## config.mk

```make
export PLATFORM = sky130hd
export DESIGN_NAME = ram_port_arbiter
export DESIGN_NICKNAME = d
export VERILOG_FILES = /design/src/rtl/ram_port_arbiter.sv
export SDC_FILE = /design/constraint.sdc
export NUM_CORES = 1
export LEC_CHECK = 0
export CORE_AREA = 2 2 103 105
export DETAILED_ROUTE_END_ITERATION = 12
export DIE_AREA = 0 0 105 107
export GPL_TIMING_DRIVEN = 0
export PLACE_DENSITY = 0.82
export SLEW_MARGIN = 10
export SYNTH_ARGS = -nofsm -noshare
export SYNTH_HDL_FRONTEND = slang
export SYNTH_SLANG_ARGS = --single-unit
```

## constraint.sdc

```tcl
create_clock -name clk -period 4.35 [get_ports clk]
set_input_delay 0.87 -clock clk [delete_from_list [all_inputs] [get_ports clk]]
set_output_delay 0.87 -clock clk [all_outputs]
set_load 0.03 [all_outputs]
```

## src/rtl/ram_port_arbiter.sv

```systemverilog
// ram_port_arbiter: shares the RAM write port and data-read port between
// master 0 (load/store unit) and master 1 (loader/debug), one access per cycle.
// Grants are combinational; read data is registered for a one-cycle response.
// Build option: define ARB_ROUND_ROBIN_EN for round-robin arbitration
// (default is fixed priority with a starvation guard for master 1).
module ram_port_arbiter #(
    parameter int unsigned DW       = 32,
    parameter int unsigned AW       = 16,
    parameter int unsigned MAX_WAIT = 4
) (
    input  logic          clk,
    input  logic          rst,

    input  logic          m0_req,
    input  logic          m0_we,
    input  logic [AW-1:0] m0_addr,
    input  logic [DW-1:0] m0_wdata,
    output logic          m0_gnt,
    output logic          m0_rvalid,
    output logic [DW-1:0] m0_rdata,

    input  logic          m1_req,
    input  logic          m1_we,
    input  logic [AW-1:0] m1_addr,
    input  logic [DW-1:0] m1_wdata,
    output logic          m1_gnt,
    output logic          m1_rvalid,
    output logic [DW-1:0] m1_rdata,

    output logic          wen,
    output logic [AW-1:0] w_addr,
    output logic [DW-1:0] w_data,
    output logic          ren,
    output logic [AW-1:0] r_addr,
    input  logic [DW-1:0] r_data
);

    // Arbitration decision before the reset gate.
    logic gnt0_raw;
    logic gnt1_raw;

    // Grants are suppressed while reset is held.
    assign m0_gnt = gnt0_raw & ~rst;
    assign m1_gnt = gnt1_raw & ~rst;

`ifdef ARB_ROUND_ROBIN_EN

    // Last-grant pointer: 1 means master 1 was granted most recently.
    logic last_q;
    logic last_d;

    // Favour the master not granted most recently; a lone requester always wins.
    always_comb begin
        gnt0_raw = 1'b0;
        gnt1_raw = 1'b0;
        if (m0_req && m1_req) begin
            if (last_q) begin
                gnt0_raw = 1'b1;
            end else begin
                gnt1_raw = 1'b1;
            end
        end else begin
            gnt0_raw = m0_req;
            gnt1_raw = m1_req;
        end
    end

    // Track the most recent winner.
    always_comb begin
        last_d = last_q;
        if (m0_gnt) begin
            last_d = 1'b0;
        end else if (m1_gnt) begin
            last_d = 1'b1;
        end
    end

    // Pointer register; resets to favour master 0 first.
    always_ff @(posedge clk or posedge rst) begin
        if (rst) begin
            last_q <= 1'b1;
        end else begin
            last_q <= last_d;
        end
    end

`else

    typedef enum logic [0:0] {
        StNormal  = 1'b0,
        StForceM1 = 1'b1
    } state_e;

    localparam logic [3:0] MaxWait = MAX_WAIT[3:0];

    state_e     state_q;
    state_e     state_d;
    logic [3:0] wait_q;
    logic [3:0] wait_d;

    // Fixed priority to master 0, with master 1 forced through after MaxWait denials.
    always_comb begin
        state_d  = state_q;
        wait_d   = wait_q;
        gnt0_raw = 1'b0;
        gnt1_raw = 1'b0;
        unique case (state_q)
            StNormal: begin
                if (m0_req) begin
                    gnt0_raw = 1'b1;
                end else if (m1_req) begin
                    gnt1_raw = 1'b1;
                end
                if (m1_req && !gnt1_raw) begin
                    // Saturating count of consecutive denied cycles.
                    if (wait_q >= MaxWait) begin
                        wait_d = MaxWait;
                    end else begin
                        wait_d = wait_q + 4'd1;
                    end
                    if (wait_d == MaxWait) begin
                        state_d = StForceM1;
                    end
                end else begin
                    wait_d = 4'd0;
                end
            end
            StForceM1: begin
                // A dropped m1_req here is a protocol violation; m0 may then use the slot.
                if (m1_req) begin
                    gnt1_raw = 1'b1;
                end else begin
                    gnt0_raw = m0_req;
                end
                wait_d  = 4'd0;
                state_d = StNormal;
            end
            default: begin
                wait_d  = 4'd0;
                state_d = StNormal;
            end
        endcase
    end

    // Arbiter state and starvation counter.
    always_ff @(posedge clk or posedge rst) begin
        if (rst) begin
            state_q <= StNormal;
            wait_q  <= 4'd0;
        end else begin
            state_q <= state_d;
            wait_q  <= wait_d;
        end
    end

`endif

    // Steer the winner onto the RAM ports; idle ports are driven to zero.
    always_comb begin
        wen    = 1'b0;
        w_addr = '0;
        w_data = '0;
        ren    = 1'b0;
        r_addr = '0;
        if (m0_gnt) begin
            if (m0_we) begin
                wen    = 1'b1;
                w_addr = m0_addr;
                w_data = m0_wdata;
            end else begin
                ren    = 1'b1;
                r_addr = m0_addr;
            end
        end else if (m1_gnt) begin
            if (m1_we) begin
                wen    = 1'b1;
                w_addr = m1_addr;
                w_data = m1_wdata;
            end else begin
                ren    = 1'b1;
                r_addr = m1_addr;
            end
        end
    end

    logic          rd0_take;
    logic          rd1_take;
    logic          m0_rvalid_q;
    logic          m1_rvalid_q;
    logic [DW-1:0] m0_rdata_q;
    logic [DW-1:0] m1_rdata_q;

    assign rd0_take = m0_gnt & ~m0_we;
    assign rd1_take = m1_gnt & ~m1_we;

    // Capture read data at the grant edge; rvalid pulses for the following cycle.
    always_ff @(posedge clk or posedge rst) begin
        if (rst) begin
            m0_rvalid_q <= 1'b0;
            m1_rvalid_q <= 1'b0;
            m0_rdata_q  <= '0;
            m1_rdata_q  <= '0;
        end else begin
            m0_rvalid_q <= rd0_take;
            m1_rvalid_q <= rd1_take;
            if (rd0_take) begin
                m0_rdata_q <= r_data;
            end
            if (rd1_take) begin
                m1_rdata_q <= r_data;
            end
        end
    end

    assign m0_rvalid = m0_rvalid_q;
    assign m1_rvalid = m1_rvalid_q;
    assign m0_rdata  = m0_rdata_q;
    assign m1_rdata  = m1_rdata_q;

endmodule

```

==> results of run 1 <==
worst max-delay path, delay by kind of cell:
family          cells  cell delay, ns
buf+inv             5            1.82
compound gates      2            0.57
cell families after synthesis:
| logic type | count (synthesis) | synth area share (%) |
|---|---|---|
| compound gates | 68 | 18.7 |
| fa+ha+maj | 1 | 0.372 |
| buf+inv | 24 | 3.57 |
| flops | 71 | 52.8 |
| mux | 64 | 21.4 |
| other cells | 1 | 0.111 |
| simple gates | 13 | 3.09 |
placed cells by master (no fill, tap or decap), types with 2 or more instances in the layout:
master / Yosys / final
a2111oi_4: 2 / 2
inv_1: 3 / 2
clkbuf_1: 5 / 4
dlymetal6s2s_1: 0 / 2
or2_2: 2 / 2
buf_4: 4 / 4
mux2_1: 2 / 2
mux2_2: 62 / 62
nor2_1: 2 / 2
clkdlybuf4s50_1: 0 / 264
clkinvlp_4: 0 / 2
bufinv_16: 0 / 2
dfrtp_1: 71 / 71
clkbuf_8: 0 / 9
a22o_1: 64 / 64
buf_2: 12 / 12
final timing paths:
| check | endpoint | depth (start not counted) |
|---|---|---|
| setup / recovery | w_addr[13] | 7 |
| hold / removal | wait_q[0]$_DFF_PP0_ | 1 |
| setup reg to reg | m0_rdata[27]$_DFFE_PP0P_ | 3 |
| hold reg to reg | wait_q[0]$_DFF_PP0_ | 1 |
| max in group asynchronous | m0_rdata[16]$_DFFE_PP0P_ | 3 |
| min in group asynchronous | m1_rdata[23]$_DFFE_PP0P_ | 2 |
cell usage after synthesis:
master	count
and4_1	1
clkbuf_1	5
nor4_1	1
or2_2	2
buf_4	4
a22o_1	64
nand2_1	1
nand3b_1	1
mux2_2	62
nor3_1	1
inv_1	3
nor3b_1	1
nor4b_4	1
a2111oi_4	2
buf_2	12
a211oi_1	1
conb_1	1
ha_1	1
mux2_1	2
dfrtp_1	71
nor2_1	2
and4bb_1	1
nor2b_2	1
a21oi_1	1
routing by layer:
metal	wire length, um	up-vias
met5	0	-
met2	6870	162
li1	-	1487
met3	1090	14
met4	196	0
met1	5280	1634
registers in the layout (all words and copies together) (netlist names):
register   flops
m1_rdata      32
m0_rvalid      1
state_q        1
m0_rdata      32
m1_rvalid      1
wait_q         4
power by group through the flow:
stage          Sequential [W]  Combinational (W)  Clock (W)
2_1_floorplan         0.00113           0.000239          0
3_3_place_gp         0.000867           0.000996          0
3_5_place_dp         0.000877            0.00101          0
4_1_cts              0.000865            0.00101   0.000615
5_1_grt              0.000881            0.00105   0.000638
6_report             0.000862            0.00101   0.000596
final cells by class:
type | count | share of cell area (%)
repair buffers | 267 | 41.6
flip-flops and latches | 71 | 27.5
multi-input cells | 147 | 22.8
well taps | 136 | 2.64
clock buffers | 9 | 1.92
plain buffers | 21 | 1.71
clock inverters | 7 | 1.61
inverters | 3 | 0.213
timing repair:
| item | 4_1_cts | 5_1_grt |
|---|---|---|
| endpoints found under the hold margin | 0 | 0 |
| gates resized for setup | 0 | 4 |
| endpoints found under the setup margin | 0 | 8 |
| hold buffers | 0 | 0 |
per-stage QoR:
stage	power [W]	utilization [%]	instances	setup WS, ns
2_1_floorplan	0.00137	-	242	1.32
3_3_place_gp	0.00186	61.4	644	0.124
3_5_place_dp	0.00189	61.6	645	0.102
4_1_cts	0.00249	63.9	661	0.0872
5_1_grt	0.00257	64.0	661	0.103
6_report	0.00246	64.0	661	0.215
==> flow_metrics.py, run 1 <==
metrics = {
    "status": {
        "status": "complete, no violations",
    },
    "placement": {
        "port_buffers": 266,
        "placed_area_um2": 6220,
        "dp_hpwl_mm": 10.9,
        "gp_congestion": 0.842,
    },
    "floorplanning": {
        "core_area_um2": 10100,
        "initial_utilization_pct": 33.3,
        "io_pins": 268,
        "rows": 37,
        "die_x_um": 105,
        "dieArea_um2": 11200,
        "dieHeight_um": 107,
    },
    "layout": {
        "areaGrowthSynthToFinish_pct": 91.8,
        "drive_gt1_share_pct": 19.6,
        "fillCellCount": 814,
        "multi_input_area_um2": 1470,
        "fin_area_um2": 6450,
        "final_nets": 655,
        "ff_latch_area_um2": 1780,
        "diodes": 0,
    },
    "power": {
        "power_switching_w": 0.000851,
        "powerDensity_nw_per_um2": 382,
        "p_leak_nw": 2.64,
        "clkPwrFrac_pct": 24.2,
        "p_int_w": 0.00161,
        "seqPwrFrac_pct": 35.0,
        "comb_power_share_pct": 40.8,
        "switching_share_pct": 34.5,
        "ir_drop_v": 0.000304,
    },
    "clocking": {
        "clock_latency_ns": 0.34,
        "cts_tree": "done",
        "cts_buffers": 9,
        "ctsHtreeMaxLevel": 3,
        "path_clk_slew_ns": 0.08,
        "cts_setup_buffers": 0,
        "clock-root-buffer": "clkbuf_8",
        "cts.sinks": 71,
        "clockBufferDepth": 2,
    },
    "worst_hold_path": {
        "hp-class": "register to register",
        "hold_start": "wait_q[2]$_DFF_PP0_",
    },
    "critical_path": {
        "startpoint": "m0_we",
        "crit_arrival_ns": 3.27,
        "worstSetupPathType": "primary input to primary output",
        "critPathLaunchType": "primary input",
        "critical_path.max_stage_delay_ns": 0.67,
        "cp_slowest_cell": "clkdlybuf4s50_1",
        "r2r_start": "state_q$_DFF_PP0_",
        "reg2reg_slack_ns": 2.50,
        "crit_required_ns": 3.48,
        "path_cells": "clkdlybuf4s50_1, inv_1, a2111oi_4, buf_2, buf_2, a22o_1, clkdlybuf4s50_1",
        "crit_fanout": 10,
        "end_kind": "primary output",
    },
    "sta": {
        "drv_slew": 0,
        "tns_ns": 0,
        "fmax_mhz": 242,
        "setup_viol": 0,
        "period_needed_ns": 4.14,
        "skew_ns": 0.00882,
        "hold_slack_ns": 0.462,
        "rsz0062_at_grt": "false",
        "fin_crit_sh_pct": 95.1,
        "hold_viol": 0,
    },
    "grt": {
        "grt_pass1_wl_mm": 20.1,
        "met2_usage_pct": 40.5,
        "grtUsageMet1_pct": 27.5,
        "grt-busiest-layer": "met2",
        "grt_max_degree": 39,
        "met3_usage_pct": 8.45,
        "grt_remaining_overflow": 0,
        "antenna_found_initial": 0,
        "grtUsageTotal_pct": 23.3,
        "grt_pass1_vias": 3474,
    },
    "drt": {
        "wirelength_mm": 13.4,
        "vias": 3297,
        "drc": 0,
        "ant_nets": 0,
        "first_iter_violations": 156,
        "firstDrtPassIters": 4,
        "drt-wirelength-per-cell_um": 20.3,
        "viasPerCell": 4.99,
    },
    "yosys": {
        "synth_top_area_cell": "dfrtp_1",
        "ys_types": 24,
        "synth_top_area_share_pct": 52.8,
        "syn_avg_cell_area_um2": 13.9,
        "synth-seq-cells": 71,
        "syn_inst": 242,
        "synth_warnings": 0,
        "synth_fp_nets": 377,
        "yosysSeqAreaShare_pct": 52.8,
        "synth.cell_area_um2": 3370,
        "yosys-top-cells-area": "dfrtp_1, mux2_2, a22o_1, buf_2, a2111oi_4",
    },
    "flow_run": {
        "maxCapViolations": 0,
    },
}
Note: power is estimated with default switching activity, not from simulation.
==> inputs of run 2 (changes only) <==
SETUP_SLACK_MARGIN = 0.02   (was default)
==> results of run 2 <==
No change in the layout: final DEF, timing and power equal those of run 1.
==> inputs of run 3 (changes only) <==
DONT_BUFFER_PORTS = 1   (was default)
GPL_ROUTABILITY_DRIVEN = 0   (was default)
PLACE_DENSITY = 0.48   (was 0.82)
==> flow_metrics.py, run 3 (same netlist as run 1, synthesis figures left out) <==
metrics = {
    "drt": {
        "viasPerCell": 5.82,
        "wirelength_mm": 11.8,
        "firstDrtPassIters": 4,
        "vias": 2306,
        "drc": 0,
        "first_iter_violations": 111,
        "ant_nets": 0,
        "drt-wirelength-per-cell_um": 29.7,
    },
    "critical_path": {
        "critPathLaunchType": "primary input",
        "reg2reg_slack_ns": 2.46,
        "crit_required_ns": 3.48,
        "crit_fanout": 10,
        "cp_slowest_cell": "a2111oi_4",
        "end_kind": "primary output",
        "path_cells": "buf_2, a2111oi_4, clkbuf_1, a22o_1",
        "crit_arrival_ns": 2.48,
        "critical_path.max_stage_delay_ns": 0.54,
        "worstReg2RegEnd": "m0_rdata[26]$_DFFE_PP0P_",
        "worstSetupPathType": "primary input to primary output",
        "cp-endpoint": "r_addr[8]",
        "reg2reg_depth": 3,
        "startpoint": "rst",
        "r2r_start": "state_q$_DFF_PP0_",
    },
    "grt": {
        "grtUsageTotal_pct": 20.1,
        "grt_remaining_overflow": 0,
        "grt_max_degree": 62,
        "antenna_found_initial": 1,
        "grt_pass1_wl_mm": 16.5,
        "grt_pass1_vias": 2413,
    },
    "sta": {
        "setup_viol": 0,
        "worst_pin_slew_ns": 1.20,
        "period_needed_ns": 3.35,
        "slew_headroom_pct": 19.6,
        "skew_ns": 0.0137,
        "hold_viol": 0,
        "drv_slew": 0,
        "fin_crit_sh_pct": 77.0,
        "fmax_mhz": 299,
        "tns_ns": 0,
        "rsz0062_at_grt": "false",
    },
    "clocking": {
        "cts.sinks": 71,
        "clock-root-buffer": "clkbuf_8",
        "cts_buffers": 9,
        "clockBufferDepth": 2,
        "holdBufCountCts": 0,
        "cts_resized": 0,
        "cts_tree": "done",
        "path_clk_slew_ns": 0.07,
        "ctsHtreeMaxLevel": 3,
        "clock_latency_ns": 0.34,
        "cts_setup_buffers": 0,
    },
    "power": {
        "power_switching_w": 0.000777,
        "comb_power_share_pct": 14.1,
        "clkPwrFrac_pct": 27.2,
        "p_leak_nw": 1.60,
        "p_int_w": 0.00119,
        "powerDensity_nw_per_um2": 521,
        "ir_drop_v": 0.000228,
        "switching_share_pct": 39.5,
        "seqPwrFrac_pct": 58.7,
    },
    "layout": {
        "mostFrequentLayoutCells": "dfrtp_1, a22o_1, mux2_2, buf_2, clkbuf_8",
        "fillCellCount": 990,
        "finish.utilization_pct": 37.4,
        "final_nets": 389,
        "final_common_cell": "dfrtp_1",
        "areaGrowthSynthToFinish_pct": 12.1,
        "drive_gt1_share_pct": 39.4,
    },
    "floorplanning": {
        "dieHeight_um": 107,
        "dieArea_um2": 11200,
        "die_x_um": 105,
        "initial_utilization_pct": 33.3,
        "rows": 37,
        "core_area_um2": 10100,
        "io_pins": 268,
    },
    "flow_run": {
        "maxCapViolations": 0,
    },
    "placement": {
        "port_buffers": 0,
        "dp_hpwl_mm": 9.51,
    },
    "worst_hold_path": {
        "hp-class": "register to register",
    },
    "status": {
        "status": "complete, no violations",
    },
}
run 3: cell types whose count changed in the layout (fill, tap and decap cells not counted), sizes merged:
cell / change
dlymetal6s2s: -2
clkdlybuf4s50: -264
bufinv: -1
clkinv: +2
diode: +1
clkinvlp: -1
run 3: cell type report:
type / count / area (um2) / area share, %
antenna: 1 / 2.50 / 0.0663
buffer: 21 / 109 / 2.89
clock buffer: 9 / 124 / 3.28
clock inverter: 7 / 80.1 / 2.12
inverter: 3 / 13.8 / 0.365
multi-input combinational: 147 / 1470 / 38.9
sequential: 71 / 1780 / 47.1
tap: 136 / 170 / 4.51
timing repair buffer: 1 / 27.5 / 0.730
run 3: through the flow:
step | area [um2] | instances | setup WS (ns) | total power, W | hold WS (ns)
finish | 3770 | 396 | 1.00 | 0.00197 | 0.459
global route | 3770 | 396 | 0.933 | 0.00205 | 0.494
CTS | 3770 | 395 | 0.993 | 0.00199 | 0.462
detailed placement | 3570 | 379 | 1.01 | 0.00145 | 0.452
global placement | 3540 | 378 | 0.674 | 0.00144 | 0.447
floorplan | 3370 | 242 | 1.32 | 0.00137 | 0.434
run 3: how the worst min path moves through the flow:
stage,start,to,slack [ns],cells after the start
finish,wait_q[2]$_DFF_PP0_,wait_q[0]$_DFF_PP0_,0.46,1
CTS,wait_q[2]$_DFF_PP0_,wait_q[0]$_DFF_PP0_,0.46,1
global placement,wait_q[2]$_DFF_PP0_,wait_q[0]$_DFF_PP0_,0.45,1
detailed placement,wait_q[2]$_DFF_PP0_,wait_q[0]$_DFF_PP0_,0.45,1
global route,wait_q[0]$_DFF_PP0_,wait_q[0]$_DFF_PP0_,0.49,1
floorplan,wait_q[2]$_DFF_PP0_,wait_q[0]$_DFF_PP0_,0.43,1
run 3: power groups by stage:
stage          registers, W  logic (W)  clock network, W
6_report            0.00115   0.000277          0.000535
5_1_grt             0.00117   0.000298          0.000582
4_1_cts             0.00116   0.000280          0.000553
3_5_place_dp        0.00117   0.000280                 0
3_3_place_gp        0.00117   0.000269                 0
2_1_floorplan       0.00113   0.000239                 0
run 3: worst max-delay path, delay by kind of cell:
family	cells	cell delay, ns
buffers and inverters	2	0.61
AOI/OAI and AO/OA	2	1.00
run 3: layer usage:
layer  vias to the layer above  wire, um  GRT usage [%]
li1                        953         -              -
met1                      1196      4050           21.2
met2                       145      6110           34.7
met3                        12      1460           10.8
met4                         0       161           5.90
met5                         -         0              0
